==> config.mk <==
export PLATFORM = sky130hd
export DESIGN_NAME = bf16_log
export DESIGN_NICKNAME = d
export VERILOG_FILES = /design/src/rtl/bf16_log.sv
export SDC_FILE = /design/constraint.sdc
export NUM_CORES = 1
export LEC_CHECK = 0
export CAP_MARGIN = 10
export CORE_ASPECT_RATIO = 0.6
export CORE_UTILIZATION = 55
export DETAILED_ROUTE_END_ITERATION = 12
export PLACE_DENSITY_LB_ADDON = 0.3
export SLEW_MARGIN = 20
export SYNTH_ARGS = -nofsm -noshare
export SYNTH_HDL_FRONTEND = slang
export SYNTH_SLANG_ARGS = --single-unit
export TNS_END_PERCENT = 50
==> constraint.sdc <==
create_clock -name clk -period 15.24 [get_ports clk]
set_input_delay 3.048 -clock clk [delete_from_list [all_inputs] [get_ports clk]]
set_output_delay 3.048 -clock clk [all_outputs]
set_load 0.02 [all_outputs]
==> src/rtl/bf16_log.sv <==
// Pipelined bfloat16 natural log: capture, decode, accumulate (Q8.16), normalize.
// Define LOG_RNE_EN for round-to-nearest-even normalization; default truncates.
module bf16_log (
  input  logic        clk,
  input  logic        rst,
  input  logic        in_valid,
  output logic        in_ready,
  input  logic [15:0] data_i,
  output logic        out_valid,
  input  logic        out_ready,
  output logic [15:0] data_o
);

  localparam logic [15:0] QNAN    = 16'h7FC0;
  localparam logic [15:0] NEG_INF = 16'hFF80;
  localparam logic [15:0] POS_INF = 16'h7F80;

  function automatic logic [15:0] base_lut(input logic [3:0] i);
    case (i)
      4'd0:    base_lut = 16'd0;
      4'd1:    base_lut = 16'd7719;
      4'd2:    base_lut = 16'd14624;
      4'd3:    base_lut = 16'd20870;
      4'd4:    base_lut = 16'd26573;
      4'd5:    base_lut = 16'd31818;
      4'd6:    base_lut = 16'd36675;
      4'd7:    base_lut = 16'd41196;
      default: base_lut = 16'd45426;
    endcase
  endfunction

  logic en;

  // stage 0: input capture
  logic        v0_q, v0_d;
  logic [15:0] x0_q, x0_d;
  // stage 1: decode
  logic        v1_q, v1_d;
  logic signed [8:0] exp1_q, exp1_d;
  logic [2:0]  idx1_q, idx1_d;
  logic [3:0]  frac1_q, frac1_d;
  logic        ovr_en1_q, ovr_en1_d;
  logic [15:0] ovr1_q, ovr1_d;
  // stage 2: accumulate
  logic        v2_q, v2_d;
  logic signed [24:0] sum2_q, sum2_d;
  logic        ovr_en2_q, ovr_en2_d;
  logic [15:0] ovr2_q, ovr2_d;
  // stage 3: output
  logic        out_valid_q, out_valid_d;
  logic [15:0] data_o_q, data_o_d;

  assign en        = !out_valid_q || out_ready;
  assign in_ready  = en;
  assign out_valid = out_valid_q;
  assign data_o    = data_o_q;

  always_comb begin
    v0_d = in_valid;
    x0_d = data_i;
  end

  always_comb begin
    logic       s;
    logic [7:0] e;
    logic [6:0] m;
    s = x0_q[15];
    e = x0_q[14:7];
    m = x0_q[6:0];
    v1_d      = v0_q;
    exp1_d    = $signed({1'b0, e} - 9'd127);
    idx1_d    = m[6:4];
    frac1_d   = m[3:0];
    ovr_en1_d = 1'b1;
    ovr1_d    = '0;
    if (e == 8'd0)                     ovr1_d = NEG_INF;
    else if (e == 8'hFF && m != 7'd0)  ovr1_d = QNAN;
    else if (s)                        ovr1_d = QNAN;
    else if (e == 8'hFF)               ovr1_d = POS_INF;
    else                               ovr_en1_d = 1'b0;
  end

  always_comb begin
    logic [15:0] base;
    logic [15:0] slope;
    logic [15:0] lnm;
    logic signed [24:0] e_ext;
    base  = base_lut({1'b0, idx1_q});
    slope = base_lut({1'b0, idx1_q} + 4'd1) - base;
    lnm   = base + 16'((17'(slope) * 17'(frac1_q)) >> 4);
    e_ext = {{16{exp1_q[8]}}, exp1_q};
    v2_d      = v1_q;
    sum2_d    = e_ext * 25'sd45426 + $signed({9'd0, lnm});
    ovr_en2_d = ovr_en1_q;
    ovr2_d    = ovr1_q;
  end

  always_comb begin
    logic        neg;
    logic [23:0] mag;
    logic [4:0]  lead;
    logic [4:0]  sh;
    logic [6:0]  mant;
    logic [7:0]  expf;
    logic        round_up;
    neg  = sum2_q[24];
    mag  = neg ? 24'(-sum2_q) : 24'(sum2_q);
    lead = '0;
    for (int unsigned i = 0; i < 24; i++) begin
      if (mag[i]) lead = 5'(i);
    end
    sh       = 5'd23 - lead;
    mant     = 7'((mag << sh) >> 16);
    expf     = 8'd111 + {3'd0, lead};
    round_up = 1'b0;
`ifdef LOG_RNE_EN
    begin
      logic [15:0] low;
      low      = 16'(mag << sh);
      round_up = low[15] & ((|low[14:0]) | mant[0]);
    end
`endif
    if (round_up) begin
      // all-ones mantissa wraps to zero and bumps the exponent
      if (mant == 7'h7F) expf = expf + 8'd1;
      mant = mant + 7'd1;
    end
    out_valid_d = v2_q;
    data_o_d    = data_o_q;
    if (v2_q) begin
      if (ovr_en2_q)         data_o_d = ovr2_q;
      else if (mag == 24'd0) data_o_d = '0;
      else                   data_o_d = {neg, expf, mant};
    end
  end

  always_ff @(posedge clk) begin
    if (rst) begin
      v0_q        <= 1'b0;
      v1_q        <= 1'b0;
      v2_q        <= 1'b0;
      out_valid_q <= 1'b0;
      data_o_q    <= '0;
    end else if (en) begin
      v0_q        <= v0_d;
      v1_q        <= v1_d;
      v2_q        <= v2_d;
      out_valid_q <= out_valid_d;
      data_o_q    <= data_o_d;
    end
  end

  always_ff @(posedge clk) begin
    if (en) begin
      x0_q      <= x0_d;
      exp1_q    <= exp1_d;
      idx1_q    <= idx1_d;
      frac1_q   <= frac1_d;
      ovr_en1_q <= ovr_en1_d;
      ovr1_q    <= ovr1_d;
      sum2_q    <= sum2_d;
      ovr_en2_q <= ovr_en2_d;
      ovr2_q    <= ovr2_d;
    end
  end

endmodule

==> results.cfg <==
[critical_path]
worstPathRequired_ns = 15.35
crit_type = reg2reg
critPathArrivalTime_ns = 10.13
cpMaxStageDelayCell = edfxtp_1
timing.reg2reg.setup_slack_ns = 5.22
max_stage_delay_ns = 0.60
critPathMaxFanout = 12
cp_common_cell = ha_1
ff2ff_path_depth = 43
crit_path_end_kind = register
crit_path_start_kind = register
reg2reg_to = sum2_q[24]
worstReg2RegStart = idx1_q[0]

[clock_tree]
clock-sinks = 97
cts_hold_buf = 0
cts_buffers = 9
tritoncts = done
cts-root-buf = clkbuf_16
clock_path_buffers = 2
clock_latency_ns = 0.37
clk_pin_slew_ns = 0.07
cts_setup_buffers = 0
cts_resized = 0
cts_max_level = 3

[synthesis]
synthXorXnorAreaFrac = 0.0837
synthAdderAreaFrac = 0.265
yosysSeqAreaShare = 0.221
synth_area_leader_cell = edfxtp_1
ys_warn_count = 0
synthDistinctLibCells = 83
async_reset_ff_frac = 0
ys_ff_latch = 97
synth_edf_count = 63
synthFlopType = edfxtp_1
synth_top_family_by_area = adder cells
syn_area_um2 = 11600
avgSynthCellArea_um2 = 8.83
syn_nets = 1548
muxShareOfSynthArea = 0.0382
yosys.area_share.simple = 0.178
syn_inst = 1318
synth_top_cell_area_share = 0.163
synth_compound_area_frac = 0.147
ys_top_cells_by_area = edfxtp_1, ha_1, fa_1

[place]
io_buffers = 37
place_ws_ns = 5.38
place_congestion = 0.921
dpl_cell_area_um2 = 12200
dp_cells = 1590
place_hpwl_mm = 22.0

[timing]
setup_violations = 0
worstMarginPinSlew_ns = 0.946
setup_tns_ns = 0
max_freq_mhz = 99.8
layout_worst_path_cycle_share = 0.657
post-route-min-period_ns = 10.02
maxSlewHeadroom = 0.369
finalHoldViolCount = 0
slew_violations = 0
rsz0062_at_grt = no
clock_skew_ns = 0.0125
setup_ws_ns = 5.22

[hold_path]
hold_path.startpoint = ovr1_q[13]
whs_endpoint = ovr2_q[14]
hp-class = reg2reg
holdPathStages = 0

[final_layout]
final_common_cell = inv_1
final_cell_mix = inv_1, ha_1, nand2_1, nor2_1, a21oi_1
multi_input_area_um2 = 8300
diodes = 0
finalNetCount = 1558
final_area_um2 = 12500
fill_cells = 1715
drive_gt1_frac = 0.0443
fin_cells = 1606
area_delta_synth_final_pct = 7.61
seqCellArea_um2 = 2570

[global_route]
grt_max_degree = 78
track_usage = 0.260
grt_pass1_vias = 8950
antenna_found_initial = 0
gr-total-overflow = 0
grt_pass1_wl_mm = 44.7

[floorplanning]
num_rows = 40
core_area_um2 = 20400
die_h_um = 115
die-area_um2 = 21800
initial_core_util = 0.571
ios = 38
die_w_um = 190

[routing]
drc = 0
vias = 9447
drt_iter0_markers = 908
final_antenna_net_count = 0
drtPass1Iterations = 7
wl_mm = 27.1
wl_per_cell_um = 16.9
avgViaCountPerCell = 5.88

[outcome]
outcome = finished, final reports clean

[job]
drv_cap = 0
worst max-delay path by stage:
stage | endpoint | cells after the start | slack, ns | startpoint
2_1_floorplan | sum2_q[24] | 44 | 6.31 | idx1_q[0]
3_3_place_gp | sum2_q[24] | 43 | 5.71 | idx1_q[0]
3_5_place_dp | sum2_q[24] | 43 | 5.38 | idx1_q[0]
4_1_cts | sum2_q[24] | 43 | 5.33 | idx1_q[0]
5_1_grt | sum2_q[24] | 43 | 4.55 | idx1_q[0]
6_report | sum2_q[24] | 43 | 5.22 | idx1_q[0]
routing by layer:
| metal | vias to the layer above | wire length (um) | track usage |
|---|---|---|---|
| li1 | 4632 | - | - |
| met1 | 4442 | 13800 | 0.395 |
| met2 | 347 | 10800 | 0.369 |
| met3 | 26 | 2200 | 0.0598 |
| met4 | 0 | 314 | 0.0613 |
| met5 | - | 0 | 0 |
critical path: cells and delay by family (launching register included):
kind                     cells  cell delay (ns)
AO/OA/AOI/OAI               14             2.89
adder cells (fa/ha/maj)      8             2.85
AND/OR/NAND/NOR             12             1.96
XOR/XNOR                     5             1.18
flip-flops                   1             0.60
buffers and inverters        4             0.28
stage by stage:
step / hold slack [ns] / util
global route: 0.434 / 0.615
floorplan: 0.400 / -
finish: 0.430 / 0.615
CTS: 0.429 / 0.614
detailed placement: 0.411 / 0.599
global placement: 0.404 / 0.599
synthesized netlist by cell type (all sizes together) (15+ instances only):
| master | count |
|---|---|
| xor2 | 43 |
| mux2i | 35 |
| a21oi | 64 |
| xnor2 | 63 |
| a21o | 15 |
| nor3 | 48 |
| or3 | 15 |
| ha | 150 |
| inv | 154 |
| o21ai | 55 |
| edfxtp | 63 |
| nand2 | 100 |
| nor2 | 85 |
| dfxtp | 34 |
| nand3 | 37 |
| clkbuf | 27 |
| o21a | 19 |
| buf | 16 |
| and2 | 38 |
| fa | 60 |
cells by family (layout without fill, tap and decap cells):
| kind of cell | count (synthesis) | count (layout) |
|---|---|---|
| buffers and inverters | 199 | 214 |
| xor gates and xnor gates | 108 | 108 |
| AOI/OAI and AO/OA | 254 | 254 |
| DFF | 97 | 97 |
| muxes | 43 | 43 |
| adders and majority gates | 210 | 210 |
| and+or+nand+nor | 407 | 407 |
area by class of cell:
| cell class | instances | share of cell area |
|---|---|---|
| multi-input combinational | 1022 | 0.662 |
| sequential | 97 | 0.205 |
| inverter | 156 | 0.0468 |
| timing repair buffer | 42 | 0.0326 |
| tap | 273 | 0.0273 |
| clock buffer | 9 | 0.0180 |
| clock inverter | 7 | 0.00749 |
Power is left out: the tool's default activity adds up to more than one toggle a clock period on the data nets, which glitch-free logic cannot reach.
